**src/rtl/seq_player_pkg.sv**
```systemverilog
// Shared types, width and sequence-length helper for seq_player_ctrl and its sub-blocks.
package seq_player_pkg;

    localparam int unsigned ADDR_W = 7;

    typedef enum logic [1:0] {
        IDLE  = 2'd0,
        RUN   = 2'd1,
        PAUSE = 2'd2
    } state_t;

    // A programmed length of zero stands for the full 2**ADDR_W block.
    function automatic logic [ADDR_W:0] eff_len(input logic [ADDR_W-1:0] len);
        return (len == '0) ? {1'b1, {ADDR_W{1'b0}}} : {1'b0, len};
    endfunction

endpackage

```
**src/rtl/seq_player_ctrl_tick_gen.sv**
```systemverilog
// Base-tick prescaler: one-cycle tick every TICK_DIV enabled clocks; holds count when disabled.
module tick_gen #(
    parameter int unsigned TICK_DIV = 5_000_000
) (
    input  logic clk,
    input  logic rst_n,
    input  logic enable,
    input  logic clear,
    output logic tick
);

    localparam int unsigned CNT_W = (TICK_DIV > 2) ? $clog2(TICK_DIV) : 1;
    localparam logic [CNT_W-1:0] CNT_LAST = CNT_W'(TICK_DIV - 1);

    logic [CNT_W-1:0] count;

    assign tick = enable && (count == CNT_LAST);

    always_ff @(posedge clk or negedge rst_n) begin
        if (!rst_n) begin
            count <= '0;
        end else if (clear) begin
            count <= '0;
        end else if (enable) begin
            count <= tick ? '0 : count + CNT_W'(1);
        end
    end

endmodule

```
**src/rtl/seq_player_ctrl.sv**
```systemverilog
// Note-ROM sequencing controller with tempo, pause and single-step.
// Optional wrap-around playback enabled by defining SEQ_PLAYER_LOOP_EN.
module seq_player_ctrl
    import seq_player_pkg::*;
#(
    parameter int unsigned TICK_DIV = 5_000_000,
    parameter int unsigned ADDR_W   = seq_player_pkg::ADDR_W
) (
    input  logic              CLOCK_50,
    input  logic              resetn,
    input  logic              start,
    input  logic              pause,
    input  logic              step,
    input  logic [ADDR_W-1:0] start_addr,
    input  logic [ADDR_W-1:0] seq_len,
    input  logic [2:0]        tempo,
`ifdef SEQ_PLAYER_LOOP_EN
    input  logic              loop,
`endif
    output logic [ADDR_W-1:0] rom_addr,
    output logic [ADDR_W-1:0] seq_num,
    output logic [2:0]        freq_num,
    output logic              note_valid,
    output logic              busy,
    output logic              done
);

    localparam logic [ADDR_W:0] LEN_ONE = (ADDR_W + 1)'(1);

    state_t            state;
    logic [ADDR_W-1:0] base_addr;
    logic [ADDR_W-1:0] len_q;
    logic [ADDR_W-1:0] seq_nxt;
    logic [2:0]        beat;
    logic              run_en;
    logic              tick;
    logic              beat_exp;
    logic              advance;
    logic              last_step;
    logic              wrap;

`ifdef SEQ_PLAYER_LOOP_EN
    assign wrap = loop;
`else
    assign wrap = 1'b0;
`endif

    assign run_en = (state == RUN);
    assign busy   = (state != IDLE);

    tick_gen #(.TICK_DIV(TICK_DIV)) u_tick_gen (
        .clk    (CLOCK_50),
        .rst_n  (resetn),
        .enable (run_en),
        .clear  (start),
        .tick   (tick)
    );

    always_comb begin
        beat_exp  = tick && (beat == freq_num);
        advance   = beat_exp || ((state == PAUSE) && step);
        last_step = ({1'b0, seq_num} == (eff_len(len_q) - LEN_ONE));
        seq_nxt   = seq_num + ADDR_W'(1);
    end

    always_ff @(posedge CLOCK_50 or negedge resetn) begin
        if (!resetn) begin
            state      <= IDLE;
            base_addr  <= '0;
            len_q      <= '0;
            beat       <= '0;
            seq_num    <= '0;
            rom_addr   <= '0;
            freq_num   <= '0;
            note_valid <= 1'b0;
            done       <= 1'b0;
        end else begin
            note_valid <= 1'b0;
            done       <= 1'b0;
            if (start) begin
                base_addr  <= start_addr;
                len_q      <= seq_len;
                freq_num   <= tempo;
                beat       <= '0;
                seq_num    <= '0;
                rom_addr   <= start_addr;
                note_valid <= 1'b1;
                state      <= RUN;
            end else begin
                case (state)
                    RUN: begin
                        if (tick) beat <= beat_exp ? '0 : beat + 3'd1;
                        if (pause) state <= PAUSE;
                    end
                    PAUSE: begin
                        if (step) beat <= '0;
                        if (!pause) state <= RUN;
                    end
                    default: ;
                endcase
                // The advance must win over the RUN/PAUSE moves above at the last step.
                if (advance) begin
                    if (!last_step) begin
                        seq_num    <= seq_nxt;
                        rom_addr   <= base_addr + seq_nxt;
                        note_valid <= 1'b1;
                    end else if (wrap) begin
                        seq_num    <= '0;
                        rom_addr   <= base_addr;
                        note_valid <= 1'b1;
                        done       <= 1'b1;
                    end else begin
                        done  <= 1'b1;
                        state <= IDLE;
                    end
                end
            end
        end
    end

endmodule

```
**config.mk**
```make
export PLATFORM = sky130hd
export DESIGN_NAME = seq_player_ctrl
export DESIGN_NICKNAME = d
export VERILOG_FILES = /design/src/rtl/seq_player_pkg.sv /design/src/rtl/seq_player_ctrl_tick_gen.sv /design/src/rtl/seq_player_ctrl.sv
export SDC_FILE = /design/constraint.sdc
export NUM_CORES = 1
export LEC_CHECK = 0
export CORE_MARGIN = 4
export CORE_UTILIZATION = 35
export DETAILED_ROUTE_END_ITERATION = 10
export PLACE_DENSITY = 0.58
export SLEW_MARGIN = 20
export SYNTH_ARGS = -nofsm -noshare
export SYNTH_HDL_FRONTEND = slang
export SYNTH_SLANG_ARGS = --single-unit
export TNS_END_PERCENT = 10
```
**constraint.sdc**
```tcl
create_clock -name CLOCK_50 -period 5.9 [get_ports CLOCK_50]
set_input_delay 1.475 -clock CLOCK_50 [delete_from_list [all_inputs] [get_ports CLOCK_50]]
set_output_delay 1.475 -clock CLOCK_50 [all_outputs]
set_load 0.02 [all_outputs]
```
==> metrics, run 1 <==
outcome=complete, no violations; initial antenna violation count=0; n_diodes=0; Syn. warnings=0; Synth Flop Type=dfrtp_1; Critical Path RT=6130 ps; Critical Path AT=about 3600 ps; Worst slew margin=0.220; initial core utilization=0.363; die area=0.0125 mm2; via count=~3.1k; Slew Viols, Final=0; Residual DRC=0; power share of the clock group=0.282; # IOs=42; routability congestion estimate from global placement=roughly 0.83; share of layout cells above drive strength 1=0.110; DR pass1 iterations=4; Post-Syn Instances=slightly below 400; RSZ-0062 raised after global routing=no; core area=around 0.010 mm2; H-tree depth=3; f_max=298 MHz; CTS Sinks=61; synth unique cells=65; final hold violation count=0; Mean Syn Cell Area=9.52 um2; CP Capture Type=register; PwrDens=273 mW/mm2; clk_lat worst skew=350 ps; Most Used Layer, Global Route=met2; Slew @ Worst Pin=about 1200 ps; number of flops mapped to enable cells by yosys=0; final setup fails=0; initial DRC count=141; die width=between 100 and 150 um; Setup WS pre-CTS=2170 ps; post-route ant nets=0; final wirelength=9090 um; Post-DP Area=around 0.0043 mm2; Int Pwr=between 700 and 800 uW; met1 GRT Util=0.193; CTS buffer count=9; GR Util met2=0.240; Sw Share=0.347; vias in the first global route=around 3.0k; maxcap violations=0; largest net degree at the start of global routing=62; Final Cell Area=0.00445 mm2; worst min path class=register to register; Period minus WS final=approximately 3400 ps; vias per cell=5.49; GR Util met3=0.0418; final worst slack=2550 ps; total global routing overflow=0; LEAKAGE=1.79 nW; WHS=486 ps; Comb pwr share=0.309; FILL cells=1045; Root Driver=clkbuf_8; Resized Gates After CTS=0; Port Buf Inserts=41; setup bufs post-CTS=0; Hold-fix buffers, CTS=0; CTS Buffer Depth=2; CP cell instances=buf_2, inv_1, o311ai_2, buf_4, a31oi_1, o21ai_0, o31ai_1; Worst VDD drop=between 0.0001 and 0.00015 V; register bit total from synthesis=between 60 and 70; clock-pin slew on the worst setup and hold paths=about 70 ps; Synth Net Count=434; CP max-delay cell=buf_2; NetSw=422 uW; Synth-to-Final Area Change=17.7%; Wirelength per Cell=between 15 and 20 um; die height=112 um; NumNets Final=469; setup_tns=0 ps; Crit Path Class=input port to register; Worst Setup Start Kind=input port; Clock Skew=10.8 ps; Final period util=0.569; row cnt=37; gr usage total=0.149; Post-Syn Area=around 0.0038 mm2; Reg power frac=0.409; Seq/Total Area, Yosys=0.404; placed wire-length estimate=6080 um; first-pass GRT wire length=15300 um; crit-path max FO=56; CTS tree=built; crit-path max cell delay=760 ps; asr flop ratio synth=1.00
[routing by layer]
layer  share of wire  vias up
met2            0.50       62
met5               0        -
li1                -     1552
met1            0.45     1524
met3           0.044        6
met4          0.0086        0
[final timing paths]
| check | from | to | slack, ps | depth (start not counted) |
|---|---|---|---|---|
| max | start | u_tick_gen.count[21]$_DFFE_PN0P_ | 2550 | 7 |
| min | u_tick_gen.count[22]$_DFFE_PN0P_ | u_tick_gen.count[22]$_DFFE_PN0P_ | 490 | 1 |
| max reg2reg | len_q[0]$_DFFE_PN0P_ | seq_num[0]$_DFFE_PN0P_ | 2900 | 8 |
| min reg2reg | u_tick_gen.count[22]$_DFFE_PN0P_ | u_tick_gen.count[22]$_DFFE_PN0P_ | 490 | 1 |
| max in group asynchronous | resetn | base_addr[1]$_DFFE_PN0P_ | 4080 | 2 |
| min in group asynchronous | resetn | rom_addr[2]$_DFFE_PN0P_ | 1290 | 2 |
[area by class of cell]
cell class | instances | area, um2 | area share
inverters | 15 | 56.3 | 0.0127
clock inverters | 1 | 5.00 | 0.00112
multi-input cells | 302 | 2110 | 0.474
well taps | 136 | 170 | 0.0382
clock buffers | 15 | 166 | 0.0374
repair buffers | 43 | 415 | 0.0934
flip-flops and latches | 61 | 1530 | 0.343
[flip-flops by register name, indices dropped and copies added (netlist names)]
signal / flops
seq_num: 7
rom_addr: 7
beat: 3
len_q: 7
note_valid: 1
base_addr: 7
freq_num: 3
u_tick_gen.count: 23
done: 1
state: 2
[worst max-delay path, delay by kind of cell]
family / cells / cell delay [ps]
buf+inv: 3 / 1550
compound gates: 4 / 530
[synthesized netlist by cell type (3+ instances only)]
cell type	number	area share
and3_1	5	0.0083
clkbuf_1	9	0.0089
nor4b_1	3	0.0070
buf_2	4	0.0053
mux2_2	16	0.048
buf_4	3	0.0060
xor2_1	7	0.016
a21oi_1	15	0.020
dfrtp_1	61	0.40
o21ai_0	39	0.052
o2111ai_1	6	0.014
and2_1	4	0.0066
o311ai_0	4	0.0093
nor3_1	8	0.011
nor2b_1	11	0.018
o22ai_1	3	0.0050
a31oi_1	5	0.0083
nand2_1	28	0.028
o41ai_1	3	0.0070
mux2_1	3	0.0089
or3_1	3	0.0050
nand3_1	23	0.030
xnor2_1	16	0.037
ha_1	14	0.046
a21o_1	3	0.0060
inv_1	15	0.015
nand4_1	6	0.0099
and4_1	3	0.0070
a22oi_1	4	0.0079
nor2_1	23	0.023
o31ai_1	7	0.014
[per-stage QoR]
stage,power (mW),utilization,std cells
floorplan,0.761,-,397
global placement,0.868,0.410,557
detailed placement,0.880,0.411,557
CTS,1.23,0.427,573
global route,1.30,0.427,573
finish,1.22,0.427,573
[kinds of logic (layout without fill, tap and decap cells)]
group	count (synthesis)	count (layout)	share of synthesized area
AND/OR/NAND/NOR	133	133	0.190
AO/OA/AOI/OAI	111	111	0.201
flip-flops	61	61	0.404
buffers and inverters	34	74	0.0404
XOR/XNOR	23	23	0.0533
multiplexers	20	20	0.0593
adder cells (fa/ha/maj)	15	15	0.0517
[power by group through the flow]
stage | clock (mW) | sequential, mW | combinational, mW
2_1_floorplan | 0 | 0.509 | 0.252
3_3_place_gp | 0 | 0.504 | 0.365
3_5_place_dp | 0 | 0.505 | 0.375
4_1_cts | 0.353 | 0.497 | 0.379
5_1_grt | 0.372 | 0.505 | 0.422
6_report | 0.343 | 0.497 | 0.376
[cells in the final DEF, fill, tap and decap left out, drive strengths merged, types with 14 or more instances in the layout]
master         count
dfrtp             61
clkdlybuf4s50     39
mux2              19
a21oi             17
nand3             23
xnor2             16
clkbuf            15
o21ai             39
ha                14
nand2             28
nor2              23
inv               15
No activity file was read; power rests on OpenSTA's default activity.
==> run 2, diff against run 1 <==
PLACE_DENSITY = 0.6   (was 0.58)
clock period = 2.7 ns   (was 5.9 ns; I/O delays follow)
==> run 2 against run 1 <==
Clock skew fell by 4.0 ps; via count rose by 2.5%; die area did not move; critical path depth rose by 1; critical path type is now register to register; largest cell class unchanged; largest power group unchanged; highest routed layer unchanged.
==> metrics, run 2 (synthesis results as in run 1) <==
Synth-to-Final Area Change=24.3%; Crit Path Class=register to register; Worst Setup Start Kind=register; cells on worst reg2reg path=8; routability congestion estimate from global placement=0.886; footprint of the multi-input gates=0.00212 mm2; clock-pin slew on the worst setup and hold paths=70 ps; H-tree depth=3; share of layout cells above drive strength 1=0.160; NetSw=slightly above 900 uW; fin cells=around 590; power share of the clock group=0.335; RSZ-0062 raised after global routing=yes; Sw Share=0.315; max reg flops=23; clk_lat worst skew=350 ps; maxcap violations=0; die area=0.0125 mm2; NumNets Final=489; initial core utilization=0.363; largest net degree at the start of global routing=62; Top reg by flops=u_tick_gen.count; Critical Path AT=about 2800 ps; CTS buffer count=9; vias per cell=5.44; FILL cells=~1.0k; Final period util=0.962; initial DRC count=133; post-route ant nets=0; gr usage total=0.152; DR pass1 iterations=4; most frequent cells in the layout=dfrtp_1, o21ai_0, clkdlybuf4s50_1; Period minus WS final=2600 ps; f_max=385 MHz; Setup WS pre-CTS=61.7 ps; CP Capture Type=register; Hold-fix buffers, CTS=0; Int Pwr=just over 2 mW; n_diodes=0; Sequential Area=about 0.0015 mm2; Residual DRC=0; initial antenna violation count=0; Reg power frac=0.366; via count=3224; Root Driver=clkbuf_8; CTS tree=built; final worst slack=around 100 ps; CTS Sinks=approximately 60; final hold violation count=0; outcome=complete, no violations; placed wire-length estimate=~6600 um; final setup fails=0; setup bufs post-CTS=0; core area=0.0104 mm2; # IOs=42; die width=roughly 110 um; die height=112 um; worst min path class=input port to async pin; total global routing overflow=0; WL met3=between 400 and 500 um; Resized Gates After CTS=0; Wirelength per Cell=around 16 um; Max Used Layer=met4; met2 wire length=4520 um; final wirelength=9200 um; met1 WL=slightly above 4000 um; Slew Viols, Final=0; first-pass GRT wire length=~16000 um; vias in the first global route=3243; row cnt=37; LEAKAGE=1.93 nW; crit-path max FO=8; Slew @ Worst Pin=814 ps; most common cell after layout, fill and taps aside=dfrtp_1; Clock Skew=roughly 7 ps; CTS Buffer Depth=2; Critical Path RT=2930 ps; PwrDens=629 mW/mm2; Port Buf Inserts=41; Comb pwr share=0.299; Worst VDD drop=0.000280 V; dpl cells=577; Worst slew margin=0.457
run 2: cell type report:
cell class	instances	area share
Multi-Input combinational cell	302	0.452
Clock inverter	3	0.0139
Clock buffer	13	0.0381
Timing Repair Buffer	63	0.123
Inverter	15	0.0120
Sequential cell	61	0.325
Tap cell	136	0.0362
run 2: power groups by stage:
stage | Clock [mW] | Combinational, mW | Sequential (mW)
6_report | 0.990 | 0.882 | 1.08
4_1_cts | 1.01 | 0.891 | 1.08
3_5_place_dp | 0 | 0.884 | 1.10
5_1_grt | 1.05 | 0.984 | 1.10
3_3_place_gp | 0 | 0.868 | 1.10
2_1_floorplan | 0 | 0.551 | 1.11
run 2: per-layer routing:
metal | GRT usage | vias to the layer above
li1 | - | 1589
met1 | 0.192 | 1556
met2 | 0.253 | 65
met3 | 0.0337 | 14
met4 | 0.0600 | 0
met5 | 0 | -
run 2: worst max-delay path: stages, from the launching register on:
cell	delay, ps
dfrtp_1	380
inv_1	120
ha_1	170
or3b_2	500
nand3_1	100
o21ai_0	120
or3_4	410
a2111oi_2	330
mux2_1	360
run 2: final timing paths:
path,from,to,slack (ps)
setup reg to reg,len_q[0]$_DFFE_PN0P_,seq_num[5]$_DFFE_PN0P_,100
hold / removal,resetn,seq_num[0]$_DFFE_PN0P_,340
hold reg to reg,u_tick_gen.count[22]$_DFFE_PN0P_,u_tick_gen.count[22]$_DFFE_PN0P_,480
min in group CLOCK_50,u_tick_gen.count[22]$_DFFE_PN0P_,u_tick_gen.count[22]$_DFFE_PN0P_,480
max in group asynchronous,resetn,len_q[4]$_DFFE_PN0P_,2090
setup / recovery,len_q[0]$_DFFE_PN0P_,seq_num[5]$_DFFE_PN0P_,100
run 2: stage by stage:
stage               instance area, um2  TNS, ps  hold WS (ps)  utilization  total power [mW]
global route                      4700    -50.7           359        0.451              3.13
finish                            4700        0           342        0.451              2.95
CTS                               4680        0           339        0.450              2.98
floorplan                         3780        0           379            -              1.66
global placement                  4440        0           463        0.426              1.96
detailed placement                4440        0           471        0.426              1.98
==> run 3, diff against run 2 <==
SKIP_LAST_GASP = 1   (was default)
==> results of run 3 <==
Final layout, timing and power as in run 2 (identical DEF).
==> RTL edit 1 (flow settings as in run 3) <==
Build with the macro `SEQ_PLAYER_LOOP_EN` defined.
--- a/src/rtl/seq_player_ctrl.sv
+++ b/src/rtl/seq_player_ctrl.sv
@@ -1,5 +1,7 @@
 // Note-ROM sequencing controller with tempo, pause and single-step.
 // Optional wrap-around playback enabled by defining SEQ_PLAYER_LOOP_EN.
+`define SEQ_PLAYER_LOOP_EN
+
 module seq_player_ctrl
     import seq_player_pkg::*;
 #(
Interface: changed (added loop); port bits go from 42 to 43. No check against the original RTL was run, so the function may have changed too.
==> RTL edit 1 against run 3 <==
Fmax up 3.6%. Final area shrank 3.3%. Setup slack better by 0.091 ns. Global-route usage decreased by 0.26 points. Power fell by 14%. Sequential cell count is the same. Wire length decreased by 3.6%. Synthesized area fell by 2.4%. Largest cell class unchanged.
==> RTL edit 1: results (changes against run 3) <==
cpMaxStageDelayCell: "dfrtp_1"  # was or3b_2
netlist_top_cells_count: "dfrtp_1, o21ai_0, nand2_1"  # unchanged
ys_seq_area_share_pct: 41.4  # was 40.4%
max_stage_delay_ns: 0.41  # was 0.50 ns
p_switching_mw: 0.865  # was 0.930 mW
dp.final_hpwl_um: 6560  # about the same
grt_pass1_wl_um: 15500  # was 15800 um
final_cells: 589  # was 593
nNetsFinal: 487  # was 489
pre_cts_ws_ns: 0.0317  # was 0.0617 ns
place_inst: 572  # was 577
grt_pass1_vias: 3129  # was 3243
grt_start_max_net_pins: 35  # was 62
leakagePower_nw: 1.94  # was 1.93 nW
syn_inst: 392  # was 397
insertion_delay_ns: 0.33  # was 0.35 ns
clkTransAtPathRegs_ns: 0.08
status: "completed"  # unchanged
synth_nets: 430  # was 434
track_usage_pct: 15.0  # was 15.2%
clock_power_share_pct: 27.9  # was 33.5%
pwr-share-seq_pct: 41.6  # was 36.6%
finClkSkew_ns: 0.0127  # was 0.00682 ns
slew_headroom_pct: 59.0  # was 45.7%
comb_power_mw: 0.772  # was 0.882 mW
gp_routability_congestion: 0.777  # was 0.886
ir_worst_vdd_mv: 0.218  # was 0.280 mV
drt-initial-drc-count: 190  # was 133
port_buffers: 42  # was 41
post_drt_wl_per_cell_um: 15.1  # was 15.5 um
drive_gt1_share_pct: 15.0  # was 16.0%
RTL edit 1: cell types whose count changed in the layout (fill, tap and decap cells not counted), moves of 5 or more:
cell	before	now
o2111ai_1	6	0
o21ai_0	39	50
mux2_2	16	10
nor2_1	22	28
nand3_1	23	18
nor2b_1	11	1
and3_1	5	10
a21o_1	3	8
RTL edit 1: layer usage:
layer  track usage [%]  routed length (um)
met1              18.7                3840
met2              26.9                4740
met3              3.28                 272
met4              2.63                  19
met5                 0                   0
RTL edit 1: final cells by class:
| class | count | area (um2) |
|---|---|---|
| clock buffer | 10 | 138 |
| clock inverter | 5 | 27.5 |
| fill | 1024 | 5730 |
| inverter | 19 | 71.3 |
| multi-input combinational | 298 | 2060 |
| sequential | 61 | 1530 |
| tap | 136 | 170 |
| timing repair buffer | 60 | 551 |
RTL edit 1: worst paths after layout:
kind	depth (start not counted)	to	from	slack, ns
max in group asynchronous	2	done	resetn	1.99
worst max-delay path	11	seq_num[6]	len_q[0]	0.19
worst max register to register	11	seq_num[6]	len_q[0]	0.19
worst min register to register	1	u_tick_gen.count[22]	u_tick_gen.count[22]	0.51
min in group CLOCK_50	1	u_tick_gen.count[22]	u_tick_gen.count[22]	0.51
worst min-delay path	2	u_tick_gen.count[13]	resetn	0.35
RTL edit 1: timing repair:
action	4_1_cts	5_1_grt
endpoints found under the setup margin	1	12
endpoints found under the hold margin	0	0
gates resized for setup	1	9
pin swaps	0	3
buffers inserted	0	2
RTL edit 1: cell families after synthesis:
| family | share of synthesized area, % |
|---|---|
| AO/OA/AOI/OAI | 19.3 |
| flip-flops | 41.4 |
| multiplexers | 4.14 |
| adder cells (fa/ha/maj) | 5.29 |
| buffers and inverters | 3.70 |
| XOR/XNOR | 5.70 |
| AND/OR/NAND/NOR | 20.5 |
==> RTL edit 2 (config.mk and constraints of run 3) <==
Without the edit above. Compare `count` against `CNT_LAST` with >= in place of ==.
--- a/src/rtl/seq_player_ctrl_tick_gen.sv
+++ b/src/rtl/seq_player_ctrl_tick_gen.sv
@@ -14,7 +14,7 @@
 
     logic [CNT_W-1:0] count;
 
-    assign tick = enable && (count == CNT_LAST);
+    assign tick = enable && (count >= CNT_LAST);
 
     always_ff @(posedge clk or negedge rst_n) begin
         if (!rst_n) begin
Check against the original RTL: same outputs for any inputs over 10 cycles, from zero or initial values and one cycle with resetn low; that may be too few to reach the edited logic, so the function may still have changed.
==> RTL edit 2 against run 3 <==
Wire length down 2.3%. Power decreased by 11%. Setup slack gained 0.13 ns. Sequential cell count is the same. Largest power group unchanged. Synthesized area up 2.7%. Hold slack improved by 0.15 ns. Final area down 1.3%.
==> RTL edit 2: results (changes against run 3) <==
viasPerCell: 5.42  # was 5.44
cp_data_arrival_time_ns: 2.66  # was 2.83 ns
track_usage_pct: 14.9  # was 15.2%
drive_gt1_share_pct: 12.3  # was 16.0%
post_drt_wl_per_cell_um: 14.9  # was 15.5 um
cp_max_fo: 16  # was 8
grt_pass1_vias: 3246  # was 3243
drtPass1Iterations: 4  # unchanged
ys.warnings.count: 0  # unchanged
largest_reg_flops: 23  # unchanged
fin_hold_ws_ns: 0.494  # was 0.342 ns
synth_cell_type_count: 59  # was 65
startpoint: "u_tick_gen.count[0]"  # was len_q[0]
drt-initial-drc-count: 149  # was 133
synth_nets: 451  # was 434
post_cts_resized: 0  # unchanged
ir_worst_vdd_mv: 0.248  # was 0.280 mV
grt_start_max_net_pins: 62  # unchanged
grt_pass1_wl_um: 15600  # was 15800 um
leakagePower_nw: 1.98  # was 1.93 nW
cts_inserted_buffers: 9  # unchanged
gp_routability_congestion: 0.816  # was 0.886
finClkSkew_ns: 0.00930  # was 0.00682 ns
max_stage_delay_ns: 0.42  # was 0.50 ns
cpMaxStageDelayCell: "dfrtp_1"  # was or3b_2
netlist_top_cells_count: "dfrtp_1, nand3_1, inv_1"  # was dfrtp_1, o21ai_0, nand2_1
switching_share_pct: 34.9  # was 31.5%
pre_cts_ws_ns: 0.0191  # was 0.0617 ns
antenna_found_initial: 0  # unchanged
r2r_slack_ns: 0.23  # was 0.10 ns
fin_ws_ns: 0.233  # was 0.104 ns
yosys-top-cells-area: "dfrtp_1, ha_1, mux2_2"  # was dfrtp_1, o21ai_0, mux2_2
fillers: 1075  # was 1016
status: "completed"  # unchanged
dp.final_hpwl_um: 6220  # was 6560 um
hold_class: "primary input to asynchronous set/reset pin"  # unchanged
antennaDiodeCount: 0  # unchanged
nNetsFinal: 497  # was 489
slew_headroom_pct: 46.7  # was 45.7%
rr_endpoint: "rom_addr[2]"  # was seq_num[5]
ys_seq_area_share_pct: 39.3  # was 40.4%
## RTL edit 2: worst max-delay path, delay by kind of cell (launching register included)
kind	cells	cell delay, ns
AOI/OAI and AO/OA	3	0.54
and+or+nand+nor	3	0.73
DFF	1	0.42
adders and majority gates	1	0.28
buffers and inverters	1	0.33
## RTL edit 2: logic make-up (layout without fill, tap and decap cells)
logic type | after synthesis | in the layout | share of synthesized area [%]
mux | 22 | 22 | 6.42
xor+xnor | 20 | 20 | 4.51
buf+inv | 46 | 95 | 5.00
flops | 61 | 61 | 39.3
fa+ha+maj | 15 | 15 | 5.03
simple gates | 133 | 133 | 17.8
compound gates | 117 | 117 | 21.9
## RTL edit 2: layout make-up
type / instances / share of cell area (%)
multi-input cells: 307 / 46.7
flip-flops and latches: 61 / 32.9
repair buffers: 55 / 10.9
well taps: 140 / 3.78
clock buffers: 12 / 3.35
inverters: 26 / 2.11
clock inverters: 2 / 0.216
## RTL edit 2: metrics by stage
step | utilization (%) | cell area, um2 | std cells
floorplan | - | 3880 | 414
global placement | 41.2 | 4470 | 589
detailed placement | 41.2 | 4470 | 589
CTS | 42.8 | 4640 | 603
global route | 42.8 | 4640 | 603
finish | 42.8 | 4640 | 603
## RTL edit 2: power by group through the flow
stage          clock, mW  sequential, mW  combinational (mW)
2_1_floorplan          0            1.09               0.584
3_3_place_gp           0            1.08               0.832
3_5_place_dp           0            1.08               0.855
4_1_cts            0.741            1.07               0.857
5_1_grt            0.780            1.08               0.973
6_report           0.715            1.07               0.849
## RTL edit 2: per-layer routing
metal | up-vias | track usage (%) | wire (um)
li1 | 1603 | - | -
met1 | 1584 | 19.9 | 4240
met2 | 68 | 23.8 | 4190
met3 | 14 | 3.69 | 442
met4 | 0 | 4.57 | 124
met5 | - | 0 | 0
